[src/rtl/pool2d_stream.sv]
// Streaming POOLxPOOL pooling (max or average, stride POOL) over a raster-order
// pixel stream, with one registered output slot and valid/ready on both sides.
module pool2d_stream #(
  parameter int DATA_W = 8,
  parameter int IMG_W  = 28,
  parameter int IMG_H  = 28,
  parameter int POOL   = 2,
  parameter int SIGNED = 0,
  parameter int MODE   = 0
) (
  input  logic              clk,
  input  logic              rst_n,
  input  logic              clear,
  input  logic [DATA_W-1:0] s_data,
  input  logic              s_valid,
  output logic              s_ready,
  output logic [DATA_W-1:0] m_data,
  output logic              m_valid,
  input  logic              m_ready,
  output logic              m_last
);

  localparam int LOG2P = $clog2(POOL);
  localparam int ACC_W = (MODE != 0) ? DATA_W + 2 * LOG2P : DATA_W;
  localparam int NK    = IMG_W / POOL;
  localparam int NR    = IMG_H / POOL;
  localparam int K_W   = (NK > 1) ? $clog2(NK) : 1;
  localparam int COL_W = $clog2(IMG_W);
  localparam int ROW_W = $clog2(IMG_H);

  localparam logic [COL_W-1:0] COL_LAST    = COL_W'(IMG_W - 1);
  localparam logic [ROW_W-1:0] ROW_LAST    = ROW_W'(IMG_H - 1);
  localparam logic [COL_W-1:0] COL_WIN_END = COL_W'(NK * POOL - 1);
  localparam logic [ROW_W-1:0] ROW_WIN_END = ROW_W'(NR * POOL - 1);

  logic [COL_W-1:0]  col_q, col_d;
  logic [ROW_W-1:0]  row_q, row_d;
  logic              m_valid_q, m_valid_d;
  logic              m_last_q, m_last_d;
  logic [DATA_W-1:0] m_data_q, m_data_d;
  logic [ACC_W-1:0]  acc_q [NK];

  logic              in_xfer, in_win, take;
  logic              first_px, last_px, greater;
  logic [K_W-1:0]    k;
  logic [ACC_W-1:0]  px_ext, acc_cur, new_val;

  // Only one output slot: a new input is taken whenever that slot frees up this cycle.
  assign s_ready  = !m_valid_q || m_ready;
  assign in_xfer  = s_valid && s_ready;
  assign in_win   = (col_q <= COL_WIN_END) && (row_q <= ROW_WIN_END);
  assign take     = in_xfer && !clear && in_win;
  assign first_px = (col_q[LOG2P-1:0] == '0) && (row_q[LOG2P-1:0] == '0);
  assign last_px  = (&col_q[LOG2P-1:0]) && (&row_q[LOG2P-1:0]);
  assign k        = K_W'(col_q >> LOG2P);
  assign acc_cur  = acc_q[k];

  always_comb begin
    px_ext = ACC_W'(s_data);
    if (SIGNED != 0 && s_data[DATA_W-1]) begin
      px_ext = px_ext | ~ACC_W'({DATA_W{1'b1}});
    end
    greater = 1'b0;
    if (SIGNED != 0) begin
      greater = $signed(px_ext) > $signed(acc_cur);
    end else begin
      greater = px_ext > acc_cur;
    end
    new_val = acc_cur;
    if (first_px) begin
      new_val = px_ext;
    end else if (MODE != 0) begin
      new_val = acc_cur + px_ext;
    end else if (greater) begin
      new_val = px_ext;
    end
  end

  always_comb begin
    col_d = col_q;
    row_d = row_q;
    if (clear) begin
      col_d = '0;
      row_d = '0;
    end else if (in_xfer) begin
      if (col_q == COL_LAST) begin
        col_d = '0;
        row_d = (row_q == ROW_LAST) ? '0 : row_q + 1'b1;
      end else begin
        col_d = col_q + 1'b1;
      end
    end
  end

  // The top DATA_W bits are the max itself, or the sum floor-divided by POOL*POOL.
  always_comb begin
    m_valid_d = m_valid_q;
    m_data_d  = m_data_q;
    m_last_d  = m_last_q;
    if (take && last_px) begin
      m_valid_d = 1'b1;
      m_data_d  = new_val[ACC_W-1 -: DATA_W];
      m_last_d  = (col_q == COL_WIN_END) && (row_q == ROW_WIN_END);
    end else if (m_ready) begin
      m_valid_d = 1'b0;
      m_last_d  = 1'b0;
    end
  end

  always_ff @(posedge clk or negedge rst_n) begin
    if (!rst_n) begin
      col_q     <= '0;
      row_q     <= '0;
      m_valid_q <= 1'b0;
      m_last_q  <= 1'b0;
      m_data_q  <= '0;
    end else begin
      col_q     <= col_d;
      row_q     <= row_d;
      m_valid_q <= m_valid_d;
      m_last_q  <= m_last_d;
      m_data_q  <= m_data_d;
    end
  end

  always_ff @(posedge clk) begin
    if (take) begin
      acc_q[k] <= new_val;
    end
  end

  assign m_valid = m_valid_q;
  assign m_last  = m_last_q;
  assign m_data  = m_data_q;

endmodule

[config.mk]
export PLATFORM = sky130hd
export DESIGN_NAME = pool2d_stream
export DESIGN_NICKNAME = d
export VERILOG_FILES = /design/src/rtl/pool2d_stream.sv
export SDC_FILE = /design/constraint.sdc
export NUM_CORES = 1
export LEC_CHECK = 0
export ABC_AREA = 1
export CAP_MARGIN = 20
export CORE_MARGIN = 8
export CORE_UTILIZATION = 45
export CTS_BUF_LIST = sky130_fd_sc_hd__clkbuf_4 sky130_fd_sc_hd__clkbuf_8
export DETAILED_ROUTE_END_ITERATION = 16
export DONT_BUFFER_PORTS = 1
export RECOVER_POWER = 100
export SLEW_MARGIN = 20
export SYNTH_ARGS = -nofsm -noshare
export SYNTH_HDL_FRONTEND = slang
export SYNTH_SLANG_ARGS = --single-unit
[constraint.sdc]
create_clock -name clk -period 4.6 [get_ports clk]
set_input_delay 0.69 -clock clk [delete_from_list [all_inputs] [get_ports clk]]
set_output_delay 0.69 -clock clk [all_outputs]
set_load 0.005 [all_outputs]
Word level (Yosys, flattened, before mapping)
Memory sizes are Yosys's and may differ from the RTL's.
Index checks and enable logic that the tools add are counted.
- bits in registers: 20
- bits in writable memories: 112
- bits of input ports: 13
- output and inout port bits: 11
- word-level logic and storage cells: 44
- memories kept: 1
- memories (name ; depth ; bits a word ; rd ports ; clocked after memory_dff ; wr ports ; RTL line ; text):
    acc_q ; 14 ; 8 ; 1 ; 0 ; 1 ; 41 ; logic [ACC_W-1:0] acc_q [NK];
- add/sub/neg operators: 2
- order comparisons: 3
- equal/unequal tests: 2
- muxes and demuxes: 14
- bitwise logic cells: 2
- reduce and logical (&&, ||, !) cells: 15
- operators by type and width (kind ; count):
    5-bit two-way mux ; 7
    8-bit two-way mux ; 2
    5-bit by 1-bit adder with 5-bit output (second input constant) ; 2
    5-bit equality test (second input constant) ; 2
    5-bit less-or-equal comparator (second input constant) ; 2
    8-bit greater-than comparator ; 1
    1-bit logical AND ; 8
    2-bit nonzero test ; 3
    1-bit two-way mux ; 5
    1-bit logical NOT ; 2
    1-bit NOT ; 2
    2-bit AND reduction ; 1
    1-bit logical OR ; 1

Logic depth before layout (Yosys ltp)
Gate-level depths: netlist of the first run.
- depth after elaboration: 7
- depth in mapped cells: 24
- mapped depth without buffers: 22

Worst setup path before layout of the first run
No wires, ideal clock.
- kind: flip-flop to flip-flop
- start: register col_q[1]
- end: memory acc_q[0][0] in the netlist's numbering (data pin)
- setup time: 0.200 ns
- arrival: 2.437 ns
- data required time: 4.400 ns
- slack: 1.963 ns
- stages on the path, launching flop included: 19
- period minus slack after synthesis: 2.637 ns
- cells stage by stage: dfrtp_1 -> buf_6 -> inv_2 -> buf_2 -> nand2_1 -> nand2_1 -> nand2_1 -> nand2_1 -> nand2_1 -> nand2_1 -> nor2_2 -> ha_1 -> a21o_1 -> nor2_1 -> nand2_1 -> nand2_1 -> nand2_1 -> nand2_1 -> and2_1
- cells in the longest elaborated chain, start to end: 4
- ends and longest elaborated chain (item ; RTL line ; text):
    start, declared ; 36 ; logic [COL_W-1:0] col_q, col_d;
    start signal, assigned ; 118 ; col_q <= col_d;
    memory read 14 x 8 bit (*) ; n/a ;
    8-bit greater-than comparator ; 67 ; greater = px_ext > acc_cur;
    8-bit two-way mux (*) ; 74 ; end else if (greater) begin
    8-bit two-way mux (*) ; 70 ; if (first_px) begin
    net new_val[0] ; 46 ; logic [ACC_W-1:0] px_ext, acc_cur, new_val;
    end, declared ; 41 ;
The timed path passes the listed nets; every way through them passes the cells marked *.

Worst setup path in the final report of the first run
- start: register col_q[1]
- end: memory acc_q[10][5] in the netlist's numbering (data pin)
Same word-level chain as after synthesis.

==> run metrics, run 1 <==
RSZ-0062 raised after global routing=false; Yosys Warn Count=0; cell repeated most along the worst path=nand2_1; final setup violation count=0; first drt pass iteration count=5; CTS tree=done; placed wire-length estimate=8.71 mm; largest net degree at the start of global routing=40; Cell Area, Placed=0.00622 mm²; Fin Clk Skew=14.3 ps; Synth cell types=29; CTS root buf=clkbuf_8; Rows=42; htree depth=4; share of layout cells above drive strength 1=0.0789; CTS resizes=0; Post-synth top flop=edfxtp_1; CP Max Fanout=39; worst-path cell chain=inv_2 > buf_12 > nand2_1 > nand2_1 > nand2_1 > nand2_1 > nand2_1 > nand2_1 > nor2_1 > ha_1 > a21o_1 > nor2_1 > nand2_1 > nand2_1 > nand2_1 > nand2_1 > and2_1; Die Ht=132 µm; die width=132 µm; Worst Reg-to-Reg Cells=17; Slew Limit Headroom=-0.0725; Post-Route WL=13.6 mm; hold wc startpoint=clear; worst vdd ir=0.263 mV; status=finished with violations; P&R area growth vs syn=8.87%; Fin Setup TNS=0 ps; Std-Cell Core Area=0.0132 mm²; cells after synthesis=626; first-pass GRT wire length=22.1 mm; Reg clk slew, reported paths=80 ps; clk_lat worst skew=450 ps; IO buf count=0; most common cell in the synthesized netlist=nand2_1; r2r endpoint=acc_q[10][5]$_DFFE_PP_; Hold WC Path Type=in2reg; startpoint type of the worst setup path=flop; register bit total from synthesis=132; Max-Cap Viols=4; ranking of synthesized cells by area=edfxtp_1 56%, nand2_1 19%, dfrtp_1 8.3%; CP endpoint kind=flop; register area share after synthesis=0.639; post-CTS setup buffers=0; syn avg cell area=9.66 µm²; vias per inst=5.06; Synth top area share=0.556; Final Power=2560 µW; total CTS buffers=17; r2r setup slk=580 ps; hold endpoint=col_q[1]$_DFFE_PN0P_; mapped cell area=0.00605 mm²; Filler cells=1225; failing checks=max-capacitance violations, max-slew violations; post-DR wirelength/cell=16.6 µm; Final Cell Area=0.00659 mm²; Least-Margin Pin Slew=1600 ps; clock sink count=132; initial DRC count=369; RePlAce Congestion=0.853; CP Data Arrival Time=4190 ps; via count=4159; EDFF count, synth=112; initial antenna violation count=0; nets=656; clock buffer depth=2; Die Area=0.0174 mm²; leakage power=0.00280 µW; cell taking the most area after synthesis=edfxtp_1; kind of critical path=reg2reg; slowest stage delay, CP=800 ps; Pwr per Cell Area=389 mW/mm²; Post-synth top cells=313 x nand2_1, 112 x edfxtp_1, 31 x nor2_1, 26 x inv_1, 24 x nand3_1; Overall Global Routing Usage=0.163; maximum clock rate=0.249 GHz; GRT overflow=0; n_diodes=0; Tmin final=4020 ps; Ports=24; period utilization=0.874; Initial Utilization=0.459; hold depth=3; Residual DRC=0; final hold vios=0; asr flop ratio synth=0.152; antenna-violating nets left=0; crit path launch=col_q[1]$_DFFE_PN0P_; Max Slew Vio Count=36; CP max stage cell=dfrtp_2; Post-Syn Nets=649; vias in the first global route=4143; R2R Path Start=col_q[1]$_DFFE_PN0P_; Critical Path RT=4770 ps
routing by layer:
| layer | part of all wire | global-route usage |
|---|---|---|
| met1 | 0.45 | 0.200 |
| met2 | 0.48 | 0.270 |
| met3 | 0.054 | 0.0442 |
| met4 | 0.019 | 0.0568 |
| met5 | 0 | 0 |
cell type report:
class | count | area, µm² | share of cell area
multi-input combinational | 442 | 1910 | 0.290
tap | 176 | 220 | 0.0334
clock inverter | 15 | 179 | 0.0272
clock buffer | 17 | 234 | 0.0355
sequential | 132 | 3860 | 0.587
timing repair buffer | 9 | 63.8 | 0.00969
inverter | 31 | 116 | 0.0177
report_power, final:
part	switching [µW]	internal (µW)	total, µW
clock network	481	542	1020
registers	10.5	1330	1340
logic	140	52.6	193
logic make-up (layout without fill, tap and decap cells):
logic type               after synthesis  after routing  share of synthesized area
AND/OR/NAND/NOR                      405            405                      0.272
XOR/XNOR                               1              1                    0.00145
AO/OA/AOI/OAI                         26             26                     0.0234
adder cells (fa/ha/maj)               10             10                     0.0207
flip-flops                           132            132                      0.639
buffers and inverters                 52             72                     0.0443
worst max-delay path, delay by kind of cell (launching register included):
family,cells,cell delay (ps)
buffers and inverters,2,610
AOI/OAI and AO/OA,1,180
adders and majority gates,1,290
DFF,1,800
and+or+nand+nor,13,1830
registers in the layout, indices dropped and copies added, names as in the netlist:
name / cells
acc_q: 112
row_q: 5
m_last: 1
m_data: 8
col_q: 5
m_valid: 1
worst max path at each step:
stage | to | slack [ps] | cells past startpoint
floorplan | acc_q[0][0]$_DFFE_PP_ | 1960 | 18
global placement | acc_q[11][5]$_DFFE_PP_ | 740 | 17
detailed placement | acc_q[6][5]$_DFFE_PP_ | 630 | 17
CTS | acc_q[10][5]$_DFFE_PP_ | 650 | 17
global route | acc_q[1][3]$_DFFE_PP_ | 190 | 17
finish | acc_q[10][5]$_DFFE_PP_ | 580 | 17
cells in the final DEF (no fill, tap or decap), types with 9 or more instances in the layout:
cell type  count
inv_1         27
nor2_1        33
o21ai_0        9
dfrtp_1       19
nand3_1       25
edfxtp_1     112
nand2_1      313
clkbuf_8      17
ha_1          10
nor2_2        12
through the flow:
step	utilization	hold WS [ps]	cells	setup WS (ps)
finish	0.499	431	822	580
global route	0.499	457	822	186
CTS	0.503	417	822	653
detailed placement	0.471	395	789	627
global placement	0.471	395	789	744
floorplan	-	394	626	1960
repair_timing:
action / 4_1_cts / 5_1_grt
hold buffers: 1 / 0
hold endpoints to repair: 20 / 0
setup endpoints to repair: 0 / 0
No activity file was read; power rests on OpenSTA's default activity.
==> inputs of run 2 (changes only) <==
--- a/config.mk
+++ b/config.mk
@@ -10,6 +10,7 @@
 export CORE_MARGIN = 8
 export CORE_UTILIZATION = 45
 export CTS_BUF_LIST = sky130_fd_sc_hd__clkbuf_4 sky130_fd_sc_hd__clkbuf_8
+export CTS_CLUSTER_SIZE = 10
 export DETAILED_ROUTE_END_ITERATION = 16
 export DONT_BUFFER_PORTS = 1
 export RECOVER_POWER = 100
==> results of run 2 <==
Same layout as run 1: the final DEF is identical, and so are final timing and power.
==> inputs of run 3 (changes only) <==
--- a/config.mk
+++ b/config.mk
@@ -6,14 +6,14 @@
 export NUM_CORES = 1
 export LEC_CHECK = 0
 export ABC_AREA = 1
-export CAP_MARGIN = 20
 export CORE_MARGIN = 8
-export CORE_UTILIZATION = 45
+export CORE_UTILIZATION = 65
 export CTS_BUF_LIST = sky130_fd_sc_hd__clkbuf_4 sky130_fd_sc_hd__clkbuf_8
 export CTS_CLUSTER_SIZE = 10
 export DETAILED_ROUTE_END_ITERATION = 16
 export DONT_BUFFER_PORTS = 1
-export RECOVER_POWER = 100
+export PLACE_DENSITY = 0.81
+export RECOVER_POWER = 25
 export SLEW_MARGIN = 20
 export SYNTH_ARGS = -nofsm -noshare
 export SYNTH_HDL_FRONTEND = slang
==> run 3 against run 2 <==
  * The run now ends clean
  * Critical endpoint is now acc_q[13][0]$_DFFE_PP_
  * First-iteration DRC count increased by 51%
  * Largest cell class unchanged
  * Critical path depth decreased by 1
  * Worst hold slack improved by 34 ps
  * Utilization increased by 22 points
  * Register-to-register slack improved by 300 ps
  * Non-clock buffer count decreased by 1
  * Global-route usage increased by 5.4 points
  * Sequential power about the same
  * Cell count decreased by 8.0%
  * Largest power group unchanged
  * Setup slack improved by 300 ps
  * Via count increased by 2.2%
  * Routed wire length decreased by 4.4%
==> run metrics, run 3 (same netlist as run 1, synthesis figures left out) <==
Cell Area, Placed=0.00611 mm² (-1.8%); Filler cells=626 (-49%); CP Buf/Inv Count=1 (-1); Max Slew Vio Count=0 (-100%); RSZ-0062 raised after global routing=false; first drt pass iteration count=5 (unchanged); Std-Cell Core Area=0.00915 mm² (-31%); CP max stage cell=and2_1; Initial Utilization=0.661 (+0.202); GRT overflow=0 (unchanged); initial antenna violation count=0 (unchanged); placed wire-length estimate=8.36 mm (-4.1%); startpoint type of the worst setup path=flop; leakage power=0.00281 µW (+0.40%); max reg flops=112 (unchanged); final setup violation count=0 (unchanged); Final Cell Area=0.00655 mm² (-0.63%); worst-path cell chain=buf_4 > nand2_1 > nand2_1 > nand2_1 > nand2_1 > nand2_1 > nand2_1 > nor2_2 > ha_1 > a21o_1 > nor2_1 > nand2_1 > nand2_1 > nand2_1 > nand2_1 > and2_1; CTS tree=done; htree depth=4 (unchanged); CP endpoint kind=flop; vias in the first global route=4030 (-2.7%); P&R area growth vs syn=8.19%; CTS resizes=0 (unchanged); final hold vios=0 (unchanged); Reg clk slew, reported paths=80 ps (about the same); IO buf count=0 (unchanged); n_diodes=0 (unchanged); period utilization=0.808 (-0.0654); slowest stage delay, CP=600 ps (-200 ps); Slew Limit Headroom=0.274 (+0.347); Worst path depth=16 (-1); die width=112 µm (-15%); most frequent cells in the layout=313 x nand2_1, 112 x edfxtp_1, 32 x nor2_1; worst vdd ir=0.293 mV (+12%); Tmin final=3720 ps (-301 ps); Worst Reg-to-Reg Cells=16 (-1); Die Ht=112 µm (-15%); Fin Clk Skew=12.4 ps (-1.87 ps); Post-Route WL=13.0 mm (-4.4%); first-pass GRT wire length=21.0 mm (-5.0%); post-DR wirelength/cell=17.2 µm (+3.9%); nets=655 (-0.15%); hold depth=3 (unchanged); area of the multi-input gates=0.00192 mm² (+0.39%); Residual DRC=0 (unchanged); CP Max Fanout=61 (+56%); CTS root buf=clkbuf_8; via count=4249 (+2.2%); initial DRC count=558 (+51%); family with the most delay on the worst path=simple AND/OR/NAND/NOR gates; antenna-violating nets left=0 (unchanged); min setup slack post-route=881 ps (+301 ps); Setup WS pre-CTS=993 ps (+367 ps); maximum clock rate=0.269 GHz (+8.1%); RePlAce Congestion=0.879 (+3.1%); clk_lat worst skew=430 ps (-20 ps); kind of critical path=reg2reg; total CTS buffers=17 (unchanged); largest net degree at the start of global routing=62 (+55%); Pwr per Cell Area=406 mW/mm² (+4.4%); Die Area=0.0126 mm² (-27%); most common cell after layout, fill and taps aside=nand2_1; Fin Setup TNS=0 ps (unchanged); Hold WC Path Type=in2reg; share of layout cells above drive strength 1=0.0868 (+0.00787); status=finished, final reports clean; Overall Global Routing Usage=0.217 (+0.0538); Critical Path RT=4720 ps (-50 ps); Rows=35 (-17%); vias per inst=5.62 (+11%); Least-Margin Pin Slew=1080 ps (-516 ps); clock sink count=132 (unchanged); Reg with most FFs=acc_q; cell repeated most along the worst path=nand2_1; CP Data Arrival Time=3840 ps (-350 ps); Max-Cap Viols=0 (-4); FF/Latch Area=0.00386 mm² (unchanged); Ports=24 (unchanged); clock buffer depth=2 (unchanged)
run 3: final timing paths:
path | from | endpoint | slack (ps)
setup / recovery | col_q[1]$_DFFE_PN0P_ | acc_q[13][0]$_DFFE_PP_ | 880
hold / removal | m_ready | m_last$_DFFE_PN0P_ | 460
setup reg to reg | col_q[1]$_DFFE_PN0P_ | acc_q[13][0]$_DFFE_PP_ | 880
hold reg to reg | row_q[1]$_DFFE_PN0P_ | row_q[1]$_DFFE_PN0P_ | 510
max in group asynchronous | rst_n | col_q[1]$_DFFE_PN0P_ | 3110
min in group asynchronous | rst_n | m_data[5]$_DFFE_PN0P_ | 850
run 3: worst register-to-register path, delay by kind of cell, from the launching register on:
kind | cells | cell delay [ps]
and+or+nand+nor | 13 | 2040
buffers and inverters | 1 | 540
DFF | 1 | 370
adders and majority gates | 1 | 280
AOI/OAI and AO/OA | 1 | 180
run 3: metal layers:
metal | routed length (µm) | vias to the layer above | global-route usage
met3 | 961 | 25 | 0.0413
met1 | 5460 | 1977 | 0.277
met4 | 308 | 0 | 0.0980
met5 | 0 | - | 0
li1 | - | 2051 | -
met2 | 6290 | 196 | 0.353
run 3: final cells by class:
| type | count | share of cell area |
|---|---|---|
| Inverter | 31 | 0.0178 |
| Tap cell | 111 | 0.0212 |
| Clock inverter | 15 | 0.0329 |
| Sequential cell | 132 | 0.591 |
| Multi-Input combinational cell | 442 | 0.293 |
| Timing Repair Buffer | 8 | 0.00918 |
| Clock buffer | 17 | 0.0357 |
run 3: stage by stage:
| step | instances | util | total power (µW) | hold slack [ps] |
|---|---|---|---|---|
| after global placement | 723 | 0.667 | 1570 | 395 |
| after floorplan | 626 | - | 1520 | 394 |
| after global routing | 756 | 0.715 | 2730 | 473 |
| after CTS | 756 | 0.718 | 2660 | 444 |
| after detailed placement | 723 | 0.667 | 1570 | 395 |
| final | 756 | 0.715 | 2660 | 465 |
run 3: report_power, final:
group | switching (µW) | internal, µW
combinational | 162 | 53.2
sequential | 4.11 | 1330
clock | 497 | 607
total | 663 | 1990
run 3: what timing repair did:
action	4_1_cts	5_1_grt
hold buffers	1	0
endpoints found under the hold margin	20	0
setup buffers	0	0
